[src/rtl/flash_cmd_pkg.sv]
// Intel-style flash command bytes, status register bit positions and the
// sequencer state encoding shared by the flash access blocks.
package flash_cmd_pkg;

    localparam logic [7:0] CMD_READ_ARRAY = 8'hFF;
    localparam logic [7:0] CMD_PROGRAM    = 8'h40;
    localparam logic [7:0] CMD_CLR_STATUS = 8'h50;

    localparam int SR_READY    = 7;
    localparam int SR_PROG_ERR = 4;
    localparam int SR_VPP_ERR  = 3;
    localparam int SR_LOCK     = 1;

    // Each even code below IDLE issues one bridge op; code+1 is its wait state.
    localparam logic [3:0] ST_INIT         = 4'd0;
    localparam logic [3:0] ST_INIT_WAIT    = 4'd1;
    localparam logic [3:0] ST_RD           = 4'd2;
    localparam logic [3:0] ST_RD_WAIT      = 4'd3;
    localparam logic [3:0] ST_PG_CMD       = 4'd4;
    localparam logic [3:0] ST_PG_CMD_WAIT  = 4'd5;
    localparam logic [3:0] ST_PG_DATA      = 4'd6;
    localparam logic [3:0] ST_PG_DATA_WAIT = 4'd7;
    localparam logic [3:0] ST_POLL         = 4'd8;
    localparam logic [3:0] ST_POLL_WAIT    = 4'd9;
    localparam logic [3:0] ST_CLR          = 4'd10;
    localparam logic [3:0] ST_CLR_WAIT     = 4'd11;
    localparam logic [3:0] ST_RESTORE      = 4'd12;
    localparam logic [3:0] ST_RESTORE_WAIT = 4'd13;
    localparam logic [3:0] ST_IDLE         = 4'd14;
    localparam logic [3:0] ST_COMPLETE     = 4'd15;

    typedef enum logic [3:0] {
        S_INIT         = ST_INIT,
        S_INIT_WAIT    = ST_INIT_WAIT,
        S_RD           = ST_RD,
        S_RD_WAIT      = ST_RD_WAIT,
        S_PG_CMD       = ST_PG_CMD,
        S_PG_CMD_WAIT  = ST_PG_CMD_WAIT,
        S_PG_DATA      = ST_PG_DATA,
        S_PG_DATA_WAIT = ST_PG_DATA_WAIT,
        S_POLL         = ST_POLL,
        S_POLL_WAIT    = ST_POLL_WAIT,
        S_CLR          = ST_CLR,
        S_CLR_WAIT     = ST_CLR_WAIT,
        S_RESTORE      = ST_RESTORE,
        S_RESTORE_WAIT = ST_RESTORE_WAIT,
        S_IDLE         = ST_IDLE,
        S_COMPLETE     = ST_COMPLETE
    } state_e;

    function automatic logic status_err(input logic [7:0] sr);
        return sr[SR_PROG_ERR] | sr[SR_VPP_ERR] | sr[SR_LOCK];
    endfunction

endpackage

[src/rtl/flash_rr_arbiter.sv]
// Two-client round-robin arbiter: on a tie the client not granted last time wins.
module flash_rr_arbiter (
    input  logic       CLK_50MHZ,
    input  logic       RST,
    input  logic [1:0] i_req,
    input  logic       i_grant_en,
    output logic [1:0] o_grant
);

    logic r_last_grant;

    always_comb begin
        o_grant = i_req;
        if (i_req == 2'b11) begin
            o_grant = r_last_grant ? 2'b01 : 2'b10;
        end
    end

    // Reset to client 1 so that client 0 wins the first tie.
    always_ff @(posedge CLK_50MHZ) begin
        if (RST) begin
            r_last_grant <= 1'b1;
        end else if (i_grant_en && (|i_req)) begin
            r_last_grant <= o_grant[1];
        end
    end

endmodule

[src/rtl/flash_access_sequencer.sv]
// Arbitrates two clients onto the flash bridge and expands program requests
// into the program / status-poll / clear / read-array command sequence.
module flash_access_sequencer
    import flash_cmd_pkg::*;
#(
    parameter int unsigned POLL_MAX  = 255,
    parameter logic [7:0]  INIT_ADDR = 8'h00
) (
    input  logic       CLK_50MHZ,
    input  logic       RST,
    input  logic [1:0] req_valid,
    input  logic [1:0] req_write,
    input  logic [7:0] req0_addr,
    input  logic [7:0] req1_addr,
    input  logic [7:0] req0_wdata,
    input  logic [7:0] req1_wdata,
    output logic [1:0] req_ready,
    output logic [1:0] req_done,
    output logic       req_err,
    output logic [7:0] rdata,
    output logic [7:0] fb_addr,
    output logic [7:0] fb_wdata,
    input  logic [7:0] fb_rdata,
    output logic       fb_dir_rw,
    output logic       fb_start,
    input  logic       fb_done,
    output logic       busy
);

    localparam logic [7:0] POLL_LIMIT = 8'(POLL_MAX);

    state_e     r_state;
    logic [1:0] r_gnt;
    logic [7:0] r_addr;
    logic [7:0] r_wdata;
    logic [7:0] r_status;
    logic [7:0] r_poll_cnt;
    logic       r_err;

    logic [1:0] w_grant;
    logic       w_grant_en;
    logic       w_grant_write;
    logic       w_issue;
    logic       w_op_read;
    logic [7:0] w_op_data;
    logic [7:0] w_cnt_inc;

    assign w_grant_en    = (r_state == S_IDLE) && (|req_valid);
    assign w_grant_write = |(req_write & w_grant);

    flash_rr_arbiter u_arb (
        .CLK_50MHZ  (CLK_50MHZ),
        .RST        (RST),
        .i_req      (req_valid),
        .i_grant_en (w_grant_en),
        .o_grant    (w_grant)
    );

    assign w_issue   = ~r_state[0] && (r_state != S_IDLE);
    assign w_cnt_inc = (r_poll_cnt >= POLL_LIMIT) ? POLL_LIMIT : r_poll_cnt + 8'd1;

    always_comb begin
        w_op_read = 1'b0;
        w_op_data = 8'h00;
        case (r_state)
            S_INIT, S_RESTORE: w_op_data = CMD_READ_ARRAY;
            S_PG_CMD:          w_op_data = CMD_PROGRAM;
            S_PG_DATA:         w_op_data = r_wdata;
            S_CLR:             w_op_data = CMD_CLR_STATUS;
            S_RD, S_POLL:      w_op_read = 1'b1;
            default:           w_op_data = 8'h00;
        endcase
    end

    always_ff @(posedge CLK_50MHZ) begin
        if (RST) begin
            r_state    <= S_INIT;
            fb_start   <= 1'b0;
            fb_dir_rw  <= 1'b1;
            fb_addr    <= 8'h00;
            fb_wdata   <= 8'h00;
            req_ready  <= 2'b00;
            req_done   <= 2'b00;
            req_err    <= 1'b0;
            rdata      <= 8'h00;
            busy       <= 1'b1;
            r_poll_cnt <= 8'h00;
            r_gnt      <= 2'b00;
            r_addr     <= 8'h00;
            r_wdata    <= 8'h00;
            r_status   <= 8'h00;
            r_err      <= 1'b0;
        end else begin
            fb_start  <= 1'b0;
            req_ready <= 2'b00;
            req_done  <= 2'b00;
            if (w_issue) begin
                // Op fields stay untouched in the wait state, so they are stable until fb_done.
                fb_start  <= 1'b1;
                fb_addr   <= (r_state == S_INIT) ? INIT_ADDR : r_addr;
                fb_wdata  <= w_op_data;
                fb_dir_rw <= w_op_read;
                r_state   <= state_e'(r_state | 4'd1);
            end else begin
                case (r_state)
                    S_INIT_WAIT: if (fb_done) begin
                        r_state <= S_IDLE;
                        busy    <= 1'b0;
                    end
                    S_IDLE: if (w_grant_en) begin
                        req_ready <= w_grant;
                        r_gnt     <= w_grant;
                        r_addr    <= w_grant[1] ? req1_addr : req0_addr;
                        r_wdata   <= w_grant[1] ? req1_wdata : req0_wdata;
                        busy      <= 1'b1;
                        r_state   <= w_grant_write ? S_PG_CMD : S_RD;
                    end
                    S_RD_WAIT: if (fb_done) begin
                        rdata    <= fb_rdata;
                        req_err  <= 1'b0;
                        req_done <= r_gnt;
                        r_state  <= S_COMPLETE;
                    end
                    S_PG_CMD_WAIT: if (fb_done) begin
                        r_state <= S_PG_DATA;
                    end
                    S_PG_DATA_WAIT: if (fb_done) begin
                        r_poll_cnt <= 8'h00;
                        r_state    <= S_POLL;
                    end
                    S_POLL_WAIT: if (fb_done) begin
                        r_poll_cnt <= w_cnt_inc;
                        if (fb_rdata[SR_READY]) begin
                            r_status <= fb_rdata;
                            r_err    <= status_err(fb_rdata);
                            r_state  <= status_err(fb_rdata) ? S_CLR : S_RESTORE;
                        end else if (w_cnt_inc == POLL_LIMIT) begin
                            r_status <= fb_rdata;
                            r_err    <= 1'b1;
                            r_state  <= S_CLR;
                        end else begin
                            r_state <= S_POLL;
                        end
                    end
                    S_CLR_WAIT: if (fb_done) begin
                        r_state <= S_RESTORE;
                    end
                    S_RESTORE_WAIT: if (fb_done) begin
                        rdata    <= r_status;
                        req_err  <= r_err;
                        req_done <= r_gnt;
                        r_state  <= S_COMPLETE;
                    end
                    S_COMPLETE: begin
                        r_state <= S_IDLE;
                        busy    <= 1'b0;
                    end
                    default: r_state <= S_INIT;
                endcase
            end
        end
    end

endmodule
[config.mk]
export PLATFORM = sky130hd
export DESIGN_NAME = flash_access_sequencer
export DESIGN_NICKNAME = d
export VERILOG_FILES = /design/src/rtl/flash_cmd_pkg.sv /design/src/rtl/flash_rr_arbiter.sv /design/src/rtl/flash_access_sequencer.sv
export SDC_FILE = /design/constraint.sdc
export NUM_CORES = 1
export LEC_CHECK = 0
export ABC_AREA = 1
export CAP_MARGIN = 20
export CORE_AREA = 2 2 74 76
export DETAILED_ROUTE_END_ITERATION = 8
export DIE_AREA = 0 0 76 78
export DONT_BUFFER_PORTS = 1
export PLACE_DENSITY = 0.77
export SYNTH_ARGS = -nofsm -noshare
export SYNTH_HDL_FRONTEND = slang
export SYNTH_HIERARCHICAL = 1
export SYNTH_SLANG_ARGS = --single-unit
[constraint.sdc]
create_clock -name CLK_50MHZ -period 3.09 [get_ports CLK_50MHZ]
set_clock_uncertainty 0.15 [all_clocks]
set_input_delay 0.4635 -clock CLK_50MHZ [delete_from_list [all_inputs] [get_ports CLK_50MHZ]]
set_output_delay 0.4635 -clock CLK_50MHZ [all_outputs]
set_load 0.05 [all_outputs]
==> metrics.md <==
| Metric | Value |
|---|---|
| TritonCTS clock tree | built |
| Clk slew on worst S/H paths | 0.08 ns |
| Cell Rows | 26 |
| Post-DP HPWL | 5.11 mm |
| Gr usage total | 26.4% |
| Ranking of synthesized cells by area | dfxtp_1, nand2_1, o21ai_0 |
| Layout area overhead | 7.66% |
| DRT Pass-1 Iters | 5 |
| Wl on met1 | 3.14 mm |
| Min-delay worst type | primary input to register |
| Routed len/inst | 14.8 um |
| Post-DRT Antenna Nets | 0 |
| Placed cell area | 3220 um2 |
| Crit-path cells | ha_1 > nand2_2 > nor2_4 > nand2_4 > nand2_1 > nand3_1 > nor2_1 > nand3_1 > nand2_2 > nand2_1 > nand2_1 > a21oi_1 |
| Slowest stage cell, crit path | dfxtp_1 |
| Register area share after synthesis | 45.0% |
| Max-Slew Margin vs Limit | 54.8% |
| Final setup violation count | 0 |
| Die footprint | 5930 um2 |
| Cell type with the largest total area after synthesis | dfxtp_1 |
| Chip Width | 76 um |
| Pin count of the biggest net entering global routing | 39 |
| Commonest non-fill, non-tap cell in the layout | nand2_1 |
| Final Critical Period | 2.27 ns |
| Combinational share of power | 8.0% |
| Fin. Hold Viols | 0 |
| Total Neg Setup Slack | 0 ns |
| P per Cell Area | 597 nW/um2 |
| Max-Cap Viols | 0 |
| Initial antenna violation count | 0 |
| Sink Count | 72 |
| Pint | 0.00147 W |
| Port Buf Inserts | 0 |
| Sw power | 0.000586 W |
| Ant diodes | 0 |
| CP required | 3.18 ns |
| Ys Warns | 6 |
| Final net count | 475 |
| Synth unique cells | 40 |
| Placed Cells | 486 |
| Met2 routed WL | 3.52 mm |
| Slew Viols, Final | 0 |
| Resized cells post-CTS | 0 |
| Leakage power | 1.39 nW |
| First-pass GRT wire length | 12.5 mm |
| Mean Syn Cell Area | 7.45 um2 |
| Starting DRT DRC Count | 282 |
| Die Y | 78 um |
| Wirelength, routed | 7.45 mm |
| Gr ovfl total | 0 |
| Core area | 5040 um2 |
| Via count of the first global-routing pass | 2713 |
| Post-synthesis cell area | 3200 um2 |
| Cts hold-fix bufs | 0 |
| Flop pwr share | 51.6% |
| Status | completed |
| CP Class | register to register |
| Vias per std cell | 5.80 |
| Synth Register Bits | 72 |
| Ys flop type | dfxtp_1 |
| Starting density of the core | 63.5% |
| RSZ-0062 raised after global routing | no |
| Design Area, Final | 3450 um2 |
| Max Used Layer | met4 |
| Fmax | 441 MHz |
| Total Power | 0.00206 W |
| Worst-Margin Slew | 0.671 ns |
| Layout fillers | 434 |
| Element type at the critical path end | register |
| Finished Layout Cells | 502 |
| CP Max Fanout | 11 |
| Syn nets | 478 |
| Gpl congestion | 0.830 |
| Cell repeated most along the worst path | nand2_1 |
| Crit path DAT | 2.36 ns |
| Period utilisation layout | 73.5% |
| CTS H-Tree Depth | 3 |
| Io pins | 79 |
| CP max stage delay | 0.40 ns |
| Share of cells above drive strength 1 | 9.03% |
| Bufs on Longest Clock Path | 2 |
| Startpoint Class | register |
| Cells after synthesis | 430 |
| Most frequent cells in the layout | nand2_1, dfxtp_1, inv_1, o21ai_0, nor2_1 |
| Peak VDD IR | 0.370 mV |
| Via Count | 2914 |
| Met3 routed WL | 692 um |
| Yosys top cell area share | 45.0% |
| Net Sw Frac | 28.5% |
| Asr flop ratio synth | 0% |
| Clock Latency Late Sink | 0.35 ns |
| Clock share of power | 40.3% |
| Inserted Clock Buffers | 9 |
| DRC | 0 |
| Post-CTS Setup Bufs | 0 |
| Root buf cell | clkbuf_8 |
| Post-synth EDFFs | 0 |
[final cells by class]
class | count | area (um2) | area share [%]
Sequential cell | 72 | 1440 | 41.8
Tap cell | 70 | 87.6 | 2.54
Timing Repair Buffer | 3 | 22.5 | 0.653
Clock buffer | 9 | 124 | 3.59
Multi-Input combinational cell | 294 | 1490 | 43.3
Clock inverter | 7 | 103 | 2.98
Inverter | 47 | 176 | 5.12
[per-stage QoR]
stage               hold slack [ns]  utilization (%)  setup WS, ns
detailed placement            0.296             63.9         0.854
global route                 0.0111             68.4         0.630
CTS                          0.0199             68.4         0.822
finish                       0.0410             68.4         0.820
global placement              0.292             63.9         0.880
floorplan                     0.283                -          1.30
[critical path: cells and delay by family, from the launching register on]
kind | cells | cell delay [ns]
AOI/OAI and AO/OA | 1 | 0.08
adders and majority gates | 1 | 0.25
DFF | 1 | 0.40
and+or+nand+nor | 10 | 1.28
[worst paths after layout]
kind	startpoint	endpoint	slack, ns	cells after the start
max	r_poll_cnt[0]	r_status[2]	0.82	12
max reg2reg	r_poll_cnt[0]	r_status[2]	0.82	12
min	RST	r_poll_cnt[7]	0.04	1
min reg2reg	r_status[5]	r_status[5]	0.31	2
[state kept, by name (all words and copies together), names as in the netlist, 2 cells and up]
name	cells
r_addr	8
rdata	8
fb_wdata	8
req_done	2
r_state	4
r_status	8
req_ready	2
r_poll_cnt	8
r_wdata	8
fb_addr	8
r_gnt	2
[routing by layer]
metal	track usage, %	vias up
met1	31.9	1347
met4	9.64	0
met3	8.26	9
met5	0	-
li1	-	1446
met2	44.5	112
[logic make-up (layout without fill, tap and decap cells)]
group,after synthesis,in the layout,share of synthesized area [%]
adders and majority gates,1,1,0.391
DFF,72,72,45.0
buffers and inverters,64,66,8.36
and+or+nand+nor,178,178,24.3
AOI/OAI and AO/OA,115,115,21.9
[power groups by stage]
stage | registers, W | logic [W] | clock network, W
floorplan | 0.00108 | 0.000138 | 0
global placement | 0.00108 | 0.000159 | 0
detailed placement | 0.00108 | 0.000164 | 0
CTS | 0.00106 | 0.000165 | 0.000846
global route | 0.00107 | 0.000190 | 0.000892
finish | 0.00106 | 0.000165 | 0.000830
[cell usage after synthesis (all sizes together) (7+ instances only)]
master  count
buf         8
o21ai      40
inv        47
nand2     115
nand3      23
a32o        8
nor2       31
a21oi      23
a22oi       7
dfxtp      72
clkbuf      9
a31oi      24
Power figures use the tool's default switching activity.
